$ cat src/rtl/vector_exec_pkg.sv
// Shared types and constants for the vector execute sequencer and its helpers.
package vector_exec_pkg;

   typedef enum logic [1:0] {
      IDLE = 2'd0,
      RUN  = 2'd1,
      DONE = 2'd2
   } seq_state_t;

   localparam int NZ_N = 0;
   localparam int NZ_Z = 1;

   localparam int OP_WIDTH_DEFAULT = 3;

   // Counter width for a pass count; a single-pass configuration still needs one bit.
   function automatic int pass_width(input int passes);
      return (passes > 1) ? $clog2(passes) : 1;
   endfunction

endpackage

$ cat src/rtl/nz_flag_accumulator.sv
// Merges per-lane negative/zero flags over all passes of one vector operation.
module nz_flag_accumulator #(
   parameter int laneCount = 4
) (
   input  logic                 clk,
   input  logic                 reset,
   input  logic                 clear,
   input  logic                 enable,
   input  logic [laneCount-1:0] lane_neg,
   input  logic [laneCount-1:0] lane_zero,
   output logic                 neg_acc,
   output logic                 zero_acc
);

   logic neg_reg;
   logic zero_reg;

   // Clear seeds the identities of OR (negative) and AND (zero).
   always_ff @(posedge clk or posedge reset) begin
      if (reset) begin
         neg_reg  <= 1'b0;
         zero_reg <= 1'b1;
      end else if (clear) begin
         neg_reg  <= 1'b0;
         zero_reg <= 1'b1;
      end else if (enable) begin
         neg_reg  <= neg_reg | (|lane_neg);
         zero_reg <= zero_reg & (&lane_zero);
      end
   end

   assign neg_acc  = neg_reg;
   assign zero_acc = zero_reg;

endmodule

$ cat src/rtl/vector_execute_sequencer.sv
// Runs a full-width vector operand pair through a narrower lane ALU array, one
// slice per cycle, assembles the result and commits merged NZ flags on hand-off.
module vector_execute_sequencer
   import vector_exec_pkg::*;
#(
   parameter int registerSize = 8,
   parameter int vectorSize   = 16,
   parameter int laneCount    = 4,
   parameter int opWidth      = OP_WIDTH_DEFAULT
) (
   input  logic                                    clk,
   input  logic                                    reset,
   input  logic                                    start_valid,
   output logic                                    start_ready,
   input  logic [opWidth-1:0]                      op,
   input  logic                                    overwriteFlags,
   input  logic [vectorSize-1:0][registerSize-1:0] vect1,
   input  logic [vectorSize-1:0][registerSize-1:0] vect2,
   output logic [opWidth-1:0]                      alu_op,
   output logic [laneCount-1:0][registerSize-1:0]  lane_a,
   output logic [laneCount-1:0][registerSize-1:0]  lane_b,
   input  logic [laneCount-1:0][registerSize-1:0]  lane_result,
   input  logic [laneCount-1:0]                    lane_neg,
   input  logic [laneCount-1:0]                    lane_zero,
   output logic                                    result_valid,
   input  logic                                    result_ready,
   output logic [vectorSize-1:0][registerSize-1:0] vect_out,
   output logic [1:0]                              NZ_flags,
   output logic                                    busy
);

   localparam int P  = vectorSize / laneCount;
   localparam int PW = pass_width(P);
   localparam logic [PW-1:0] LAST_PASS = PW'(P - 1);

   typedef logic [laneCount-1:0][registerSize-1:0] slice_t;

   seq_state_t state_reg;
   seq_state_t state_next;
   logic [PW-1:0] pass_reg;
   logic [PW-1:0] pass_next;

   logic [vectorSize-1:0][registerSize-1:0] vect1_reg;
   logic [vectorSize-1:0][registerSize-1:0] vect2_reg;
   logic [opWidth-1:0] op_reg;
   logic overwrite_reg;
   logic [1:0] nz_reg;

   slice_t out_slice_reg [P];
   slice_t a_slice [P];
   slice_t b_slice [P];

   logic accept;
   logic run_en;
   logic commit;
   logic neg_acc;
   logic zero_acc;

   always_ff @(posedge clk or posedge reset) begin
      if (reset) begin
         state_reg <= IDLE;
         pass_reg  <= '0;
      end else begin
         state_reg <= state_next;
         pass_reg  <= pass_next;
      end
   end

   // The pass counter parks on the last slice during DONE and is cleared on accept.
   always_comb begin
      state_next   = state_reg;
      pass_next    = pass_reg;
      accept       = 1'b0;
      run_en       = 1'b0;
      commit       = 1'b0;
      start_ready  = 1'b0;
      result_valid = 1'b0;
      busy         = 1'b1;
      unique case (state_reg)
         IDLE: begin
            start_ready = 1'b1;
            busy        = 1'b0;
            if (start_valid) begin
               accept     = 1'b1;
               pass_next  = '0;
               state_next = RUN;
            end
         end
         RUN: begin
            run_en = 1'b1;
            if (pass_reg == LAST_PASS) begin
               state_next = DONE;
            end else begin
               pass_next = pass_reg + PW'(1);
            end
         end
         DONE: begin
            result_valid = 1'b1;
            if (result_ready) begin
               commit     = 1'b1;
               state_next = IDLE;
            end
         end
         default: begin
            state_next = IDLE;
         end
      endcase
   end

   always_ff @(posedge clk or posedge reset) begin
      if (reset) begin
         vect1_reg     <= '0;
         vect2_reg     <= '0;
         op_reg        <= '0;
         overwrite_reg <= 1'b0;
      end else if (accept) begin
         vect1_reg     <= vect1;
         vect2_reg     <= vect2;
         op_reg        <= op;
         overwrite_reg <= overwriteFlags;
      end
   end

   for (genvar gi = 0; gi < P; gi++) begin : g_slice
      assign a_slice[gi] = vect1_reg[gi*laneCount +: laneCount];
      assign b_slice[gi] = vect2_reg[gi*laneCount +: laneCount];
      assign vect_out[gi*laneCount +: laneCount] = out_slice_reg[gi];
   end

   // Lane operands are forced to zero whenever no slice is in flight.
   always_comb begin
      lane_a = '0;
      lane_b = '0;
      alu_op = '0;
      if (run_en) begin
         lane_a = a_slice[pass_reg];
         lane_b = b_slice[pass_reg];
         alu_op = op_reg;
      end
   end

   always_ff @(posedge clk or posedge reset) begin
      if (reset) begin
         for (int s = 0; s < P; s++) begin
            out_slice_reg[s] <= '0;
         end
      end else if (run_en) begin
         out_slice_reg[pass_reg] <= lane_result;
      end
   end

   nz_flag_accumulator #(
      .laneCount(laneCount)
   ) u_nz_acc (
      .clk      (clk),
      .reset    (reset),
      .clear    (accept),
      .enable   (run_en),
      .lane_neg (lane_neg),
      .lane_zero(lane_zero),
      .neg_acc  (neg_acc),
      .zero_acc (zero_acc)
   );

   always_ff @(posedge clk or posedge reset) begin
      if (reset) begin
         nz_reg <= 2'b00;
      end else if (commit && overwrite_reg) begin
         nz_reg[NZ_N] <= neg_acc;
         nz_reg[NZ_Z] <= zero_acc;
      end
   end

   assign NZ_flags = nz_reg;

endmodule

$ cat config.mk
export PLATFORM = sky130hd
export DESIGN_NAME = vector_execute_sequencer
export DESIGN_NICKNAME = d
export VERILOG_FILES = /design/src/rtl/vector_exec_pkg.sv /design/src/rtl/nz_flag_accumulator.sv /design/src/rtl/vector_execute_sequencer.sv
export SDC_FILE = /design/constraint.sdc
export NUM_CORES = 1
export LEC_CHECK = 0
export CAP_MARGIN = 20
export CORE_MARGIN = 2
export CORE_UTILIZATION = 45
export DETAILED_ROUTE_END_ITERATION = 8
export HOLD_SLACK_MARGIN = 0.08
export PLACE_DENSITY = 0.77
export SETUP_SLACK_MARGIN = 0.4
export SLEW_MARGIN = 20
export SYNTH_ARGS = -nofsm -noshare
export SYNTH_HDL_FRONTEND = slang
export SYNTH_SLANG_ARGS = --single-unit
export TNS_END_PERCENT = 100
$ cat constraint.sdc
create_clock -name clk -period 21.4 [get_ports clk]
set_input_delay 3.21 -clock clk [delete_from_list [all_inputs] [get_ports clk]]
set_output_delay 3.21 -clock clk [all_outputs]
set_load 0.05 [all_outputs]
After elaboration in Yosys (flattened, before gate mapping)
Index checks and enable logic that the tools add are counted.
Cells by class
  add/subtract/negate cells: 1
  multiply operators: 0
  divide/modulo/power cells: 0
  magnitude comparators: 2
  equality and inequality tests: 7
  shift operators: 0
  multiplexer cells: 31
  bitwise operators: 3
  reductions and logical operators: 9
Operators by type and width (number)
  32-bit 2-to-1 mux: 7
  32-bit binary-select mux with 2-bit select: 2
  128-bit bitwise mux: 1
  32-bit demux with 2-bit select: 1
  1-bit 2-to-1 mux: 12
  2-bit 2-to-1 mux: 5
  2-bit != test (second input constant): 4
  2-bit case mux with 3 select lines: 1
  3-bit AND reduction: 2
  2-bit == test (second input constant): 2
  2-bit case mux with 2 select lines: 1
  4-bit AND reduction: 1
  2-bit nonzero test: 2
  4-bit OR reduction: 1
  3-bit >= comparator (second input constant): 1
  3-bit by 1-bit less-than comparator with 1-bit output (second input constant): 1
  3-bit 2-to-1 mux: 1
  2-bit inverter with 3-bit output: 1
  2-bit by 1-bit adder with 2-bit output (second input constant): 1
  2-bit by 1-bit == test with 1-bit output (second input constant): 1
  1-bit logical AND: 2
  2-bit zero test: 1
  1-bit bitwise AND: 1
  1-bit bitwise OR: 1
Storage, ports and cells
  register bits: 396
  bits in latches: 0
  memory bits (writable): 0
  ROM bits: 0
  input port bits: 304
  memories kept: 0

Logic depth before layout (Yosys ltp)
Gate-level depths: netlist of run 1.
  word-level depth: 6
  mapped depth: 6

Hierarchy
Synthesis of run 1 repeated with hierarchy kept, for this count alone.
Second synthesis, totals
  cells, all modules: 1092
  area total of the unflattened synthesis: 16833.6 µm²
Modules (own cells, without submodules)
  vector_execute_sequencer: instances 1, cells an instance 1082, area each 16741.1 µm²
  nz_flag_accumulator: instances 1, cells an instance 10, area each 92.6 µm²

Worst setup path before layout of run 1
Ideal clock, no wire load.
  path kind: reg-to-output
  start: register state_reg[1]
  end: output lane_a[0] (netlist bit)
  data arrival time: 1.869 ns
  data required time: 18.190 ns
  slack: 16.321 ns
  stages on the path, launching flop included: 6
  cell sequence: dfrtp_1 -> and2b_1 -> buf_6 -> nand2_2 -> buf_2 -> o22ai_1
RTL lines
  start, declared: RTL line vector_execute_sequencer.sv:38  | seq_state_t state_reg;
  start signal, assigned: RTL line vector_execute_sequencer.sv:64  | state_reg <= state_next;
  end, declared: RTL line vector_execute_sequencer.sv:20  | output logic [laneCount-1:0][registerSize-1:0] lane_a,

==> key figures, run 1 <==
Worst setup path
  • Crit path capture type: output port
  • WS Path Type: register to output port
  • Worst setup SP type: register
  • CP Data Required Time: 18.19 ns
  • Worst R2R Path Depth: 5
  • CP Max Fanout: 55
  • Critical path arrival: 3.76 ns

Yosys
  • Synth area leaders: dfrtp_1 (58%), mux2_1 (13%), mux2_4 (7.8%)
  • Async SR Flop Fraction: 100%
  • FF+latch count, synth: 396
  • Synth warn: 0
  • Post-synthesis sequential area ratio: 58.0%
  • Synth area leader: dfrtp_1
  • Most common cell in the netlist: dfrtp_1
  • Post-synth top area share: 57.8%
  • Syn Std Cell Area: 17100 um^2
  • Top post-synthesis cells by count: dfrtp_1 (395), mux2_1 (200), mux2i_1 (129)
  • Cell count after synthesis: 1087
  • Synth unique cells: 30
  • Average cell area after synthesis: 15.7 um^2
  • Post-synth EDFFs: 0
  • Syn nets: 1395
  • Top FF cell, synth: dfrtp_1

Placement
  • Hpwl dp: 31.2 mm
  • Placer Congestion: 0.845
  • I/O Buffers: 503
  • Placed cell area: 22400 um^2
  • Worst slack, placed: 14.99 ns

Run
  • Max-cap violations: 0

Detailed routing
  • DR vias: 11100
  • DRT Pass-1 Iters: 4
  • Initial DRC Count: 466
  • WL/cell: 21.4 um
  • Drt total wl: 45.5 mm
  • Antenna-violating nets left: 0
  • DRC Markers: 0
  • Vias per std cell: 5.22

Timing
  • Final Cycle Share: 32.6%
  • Min Tclk post-route: 6.97 ns
  • Fmax: 143 MHz
  • RSZ-0062 raised after global routing: false
  • Final worst slack: 14.43 ns
  • Count of final hold-check violations: 0
  • Setup TNS Final: 0 ns
  • Slew Limit Fails: 0
  • Slew @ Worst Pin: 1.13 ns
  • Slew margin rel.: 24.4%
  • Clock skew: 0.0133 ns
  • Final setup viols: 0

Final layout
  • Fillers: 2803
  • Share of layout cells above drive strength 1: 17.3%
  • Multi-input logic area: 6680 um^2
  • Design area: 23800 um^2
  • Sequential cell area: 9910 um^2
  • Layout Nets: 1883
  • Area grow syn2layout: 39.5%

Clock tree
  • Clock sinks: 396
  • Clk root buf: clkbuf_16
  • Gates resized, CTS repair: 0
  • CTS Hold Bufs: 0
  • CTS HTree Levels: 2
  • Post-CTS setup buffers: 0
  • Clock Latency Late Sink: 0.55 ns
  • CTS tree: built
  • Clock buffer depth: 3
  • CTS Buf Count: 43
  • Clk pin slew, worst setup/hold paths: 0.06 ns

Global routing
  • Vias in the first global route: 11900
  • First-pass GRT wire length: 69.2 mm
  • Grt ovf: 0
  • Largest net degree at the start of global routing: 195
  • Initial antenna violation count: 9
  • Gr usage total: 22.8%

Floorplanning
  • Core area: 37600 um^2
  • Chip width: 199 um
  • Initial core utilization: 45.5%
  • Die height: 199 um
  • IO Count: 504
  • FP Rows: 71
  • Die area: 39600 um^2

Power and ir drop
  • Leakage: 0.0103 uW
  • Tot Pwr: 4620 uW
  • P per Cell Area: 194 nW/um^2
  • Max VDD drop: 0.145 mV

Hold path
  • Hold WC Path Type: register to register
  • WHS Path Cells: 1

Outcome
  • Status: completed
worst max-delay path, cell delays in order (launching register included):
cell             delay [ns]
dfrtp_4                0.91
buf_4                  0.88
mux2i_1                0.18
o22ai_1                0.29
clkdlybuf4s50_1        0.88
power breakdown:
group	switching [uW]	internal, uW
clock	298	445
sequential	234	1140
combinational	1480	1030
final cells by class:
cell class	instances	area share [%]
sequential	396	41.6
multi-input combinational	616	28.0
timing repair buffer	512	21.5
clock buffer	64	5.49
tap	511	2.68
clock inverter	11	0.457
inverter	6	0.126
antenna	9	0.0945
routing by layer:
layer  vias to the layer above  global-route usage [%]  wire length (um)
li1                       4931                       -                 -
met5                         -                       0                20
met3                        92                    7.92              4310
met4                         4                    9.07              1550
met2                       406                    37.8             21900
met1                      5649                    27.3             17700
through the flow:
| stage | util (%) | instances | hold WS (ns) |
|---|---|---|---|
| finish | 63.4 | 2125 | 0.482 |
| detailed placement | 59.6 | 2041 | 0.474 |
| global route | 63.4 | 2123 | 0.493 |
| floorplan | - | 1087 | 0.449 |
| CTS | 63.4 | 2116 | 0.487 |
| global placement | 59.6 | 2041 | 0.460 |
cells in the final DEF (no fill, tap or decap), types with 4 or more instances in the layout:
master           instances
clkbuf_8                11
clkbuf_1                 8
dfrtp_1                394
clkdlybuf4s50_1        503
buf_4                    6
mux2_2                 102
ha_1                     4
inv_1                    5
mux2_4                  89
clkinv_2                 8
diode_2                  9
clkbuf_16               45
o22ai_1                 64
mux2i_1                129
mux2_1                 200
path summary, 6_finish.rpt:
path,slack (ns),to,from
worst max-delay path,14.43,lane_b[31],pass_reg[0]
worst min-delay path,0.48,b_slice[102],b_slice[102]
worst max register to register,18.49,a_slice[99],state_reg[1]
worst min register to register,0.48,b_slice[102],b_slice[102]
max in group asynchronous,16.54,a_slice[36],reset
min in group asynchronous,3.25,a_slice[52],reset
cell families (layout without fill, tap and decap cells):
logic type / after synthesis / after routing / synth area share [%]
DFF: 396 / 396 / 58.0
other: 0 / 9 / 0
buffers and inverters: 75 / 593 / 2.93
and+or+nand+nor: 19 / 19 / 0.783
AOI/OAI and AO/OA: 73 / 73 / 2.74
muxes: 520 / 520 / 35.3
adders and majority gates: 4 / 4 / 0.293
Power figures use the tool's default switching activity.
==> run 2: changes to the inputs <==
- clock period: 21.4 -> 6.9 ns (I/O delays scaled with it)
==> key figures, run 2 (synthesized netlist as in run 1, its figures left out) <==
Global routing
  • Initial antenna violation count: 11 (+2)
  • Gr usage total: 23.3% (+0.48 points)
  • First-pass GRT wire length: 70.2 mm (+1.4%)
  • Largest net degree at the start of global routing: 169 (-13%)
  • Grt ovf: 0 (unchanged)
  • Vias in the first global route: 12000 (+1.3%)

Hold path
  • Hold WC Path Type: register to register
  • WHS Path Cells: 1 (unchanged)
  • Hold_sp: a_slice[52]
  • Worst hold endpoint: a_slice[52]

Power and ir drop
  • Tot Pwr: 14500 uW (+210%)
  • Sequential power share: 29.8% (about the same)
  • Net Sw Power: 6250 uW (+210%)
  • Max VDD drop: 0.409 mV (+180%)
  • P per Cell Area: 604 nW/um^2 (+210%)
  • Power share of the clock group: 16.9% (+0.8 points)
  • Leakage: 0.0104 uW (+0.76%)
  • Logic pwr share: 53.3% (-0.9 points)
  • Switching share of power: 43.2% (-0.30 points)
  • Internal: 8230 uW (+220%)

Detailed routing
  • Initial DRC Count: 448 (-3.9%)
  • DR vias: 11100 (+0.47%)
  • DRC Markers: 0 (unchanged)
  • Drt total wl: 46.4 mm (+2.1%)
  • DRT Pass-1 Iters: 4 (unchanged)
  • Vias per std cell: 5.23 (+0.28%)
  • Antenna-violating nets left: 0 (unchanged)
  • WL/cell: 21.8 um (+1.9%)

Run
  • Max-cap violations: 0 (unchanged)

Worst setup path
  • Worst R2R End: a_slice[47]
  • Worst R2R Path Depth: 4 (-1)
  • WS Path Type: register to output port
  • CP Max Fanout: 82 (+49%)
  • FF-to-FF setup slack: 4.21 ns (-14.28 ns)
  • R2R Path Start: state_reg[1]
  • Critical path arrival: 3.54 ns (-0.22 ns)
  • Crit path capture type: output port
  • Worst setup SP type: register
  • CP Data Required Time: 5.86 ns (-12.33 ns)

Clock tree
  • Clock Latency Late Sink: 0.55 ns (about the same)
  • CTS HTree Levels: 2 (unchanged)
  • CTS Buf Count: 43 (unchanged)
  • Clock sinks: 396 (unchanged)
  • Clock buffer depth: 3 (unchanged)
  • Gates resized, CTS repair: 0 (unchanged)
  • CTS Hold Bufs: 0 (unchanged)
  • Post-CTS setup buffers: 0 (unchanged)
  • Clk pin slew, worst setup/hold paths: 0.06 ns (about the same)
  • Clk root buf: clkbuf_16
  • CTS tree: built

Final layout
  • Share of layout cells above drive strength 1: 18.0% (+0.68 points)
  • Area grow syn2layout: 40.3%
  • Layout Nets: 1885 (+0.11%)
  • Most common cell after layout, fill and taps aside: clkdlybuf4s50_1
  • Final core occ: 63.8% (+0.38 points)
  • Most frequent cells in the layout: clkdlybuf4s50_1 (503), dfrtp_1 (394), mux2_1 (200)
  • Design area: 24000 um^2 (+0.60%)

Placement
  • I/O Buffers: 503 (unchanged)
  • Hpwl dp: 32.3 mm (+3.6%)
  • Placer Congestion: 0.820 (-3.0%)
  • Placed cell area: 22400 um^2 (+0.16%)

Floorplanning
  • Chip width: 199 um (unchanged)
  • Die area: 39600 um^2 (unchanged)
  • IO Count: 504 (unchanged)
  • Initial core utilization: 45.5% (unchanged)
  • Die height: 199 um (unchanged)
  • FP Rows: 71 (unchanged)
  • Core area: 37600 um^2 (unchanged)

Timing
  • Fmax: 219 MHz
  • Min Tclk post-route: 4.57 ns
  • Slew @ Worst Pin: 0.954 ns (-0.180 ns)
  • Clock skew: 0.00747 ns (-0.00582 ns)
  • Final setup viols: 0 (unchanged)
  • Slew Limit Fails: 0 (unchanged)
  • RSZ-0062 raised after global routing: false
  • Slew margin rel.: 36.4% (+12 points)
  • Count of final hold-check violations: 0 (unchanged)
  • Setup TNS Final: 0 ns (unchanged)
  • Final Cycle Share: 66.3%

Outcome
  • Status: completed
-- run 2: power by group through the flow --
stage	sequential (uW)	clock, uW	combinational, uW
detailed placement	4340	0	7730
global route	4460	2600	8100
finish	4310	2450	7720
floorplan	5400	0	4240
CTS	4320	2500	7770
global placement	4320	0	7620
-- run 2: per-stage QoR --
step	setup WS, ns	cells	hold slack (ns)
finish	2.33	2129	0.483
global route	2.18	2128	0.495
CTS	2.27	2122	0.482
detailed placement	2.89	2043	0.468
global placement	2.93	2043	0.459
floorplan	0.536	1087	0.449
-- run 2: cell type report --
type / count / area, um^2
diodes: 7 / 17.5
clock buffers: 59 / 1300
clock inverters: 20 / 233
fillers: 2786 / 13600
inverters: 6 / 26.3
multi-input cells: 616 / 6680
flip-flops and latches: 396 / 9910
well taps: 511 / 639
repair buffers: 514 / 5170
-- run 2: worst max path at each step --
stage	startpoint	to	slack [ns]
4_1_cts	pass_reg[0]	lane_b[30]	2.27
3_3_place_gp	pass_reg[0]	lane_b[2]	2.93
3_5_place_dp	pass_reg[0]	lane_b[30]	2.89
2_1_floorplan	reset	NZ_flags[0]	0.54
5_1_grt	state_reg[0]	lane_a[20]	2.18
6_report	pass_reg[0]	lane_a[5]	2.33
-- run 2: layer usage --
layer  part of all wire [%]  global-route usage, %
met5                   0.10                      0
met4                    3.2                   9.37
met3                    9.4                   8.05
met2                     49                   39.3
met1                     38                   27.3
-- run 2: critical path: stages (launching register included) --
cell	delay (ns)
dfrtp_4	1.01
buf_12	0.51
mux2i_1	0.17
o22ai_1	0.25
clkdlybuf4s50_1	0.86
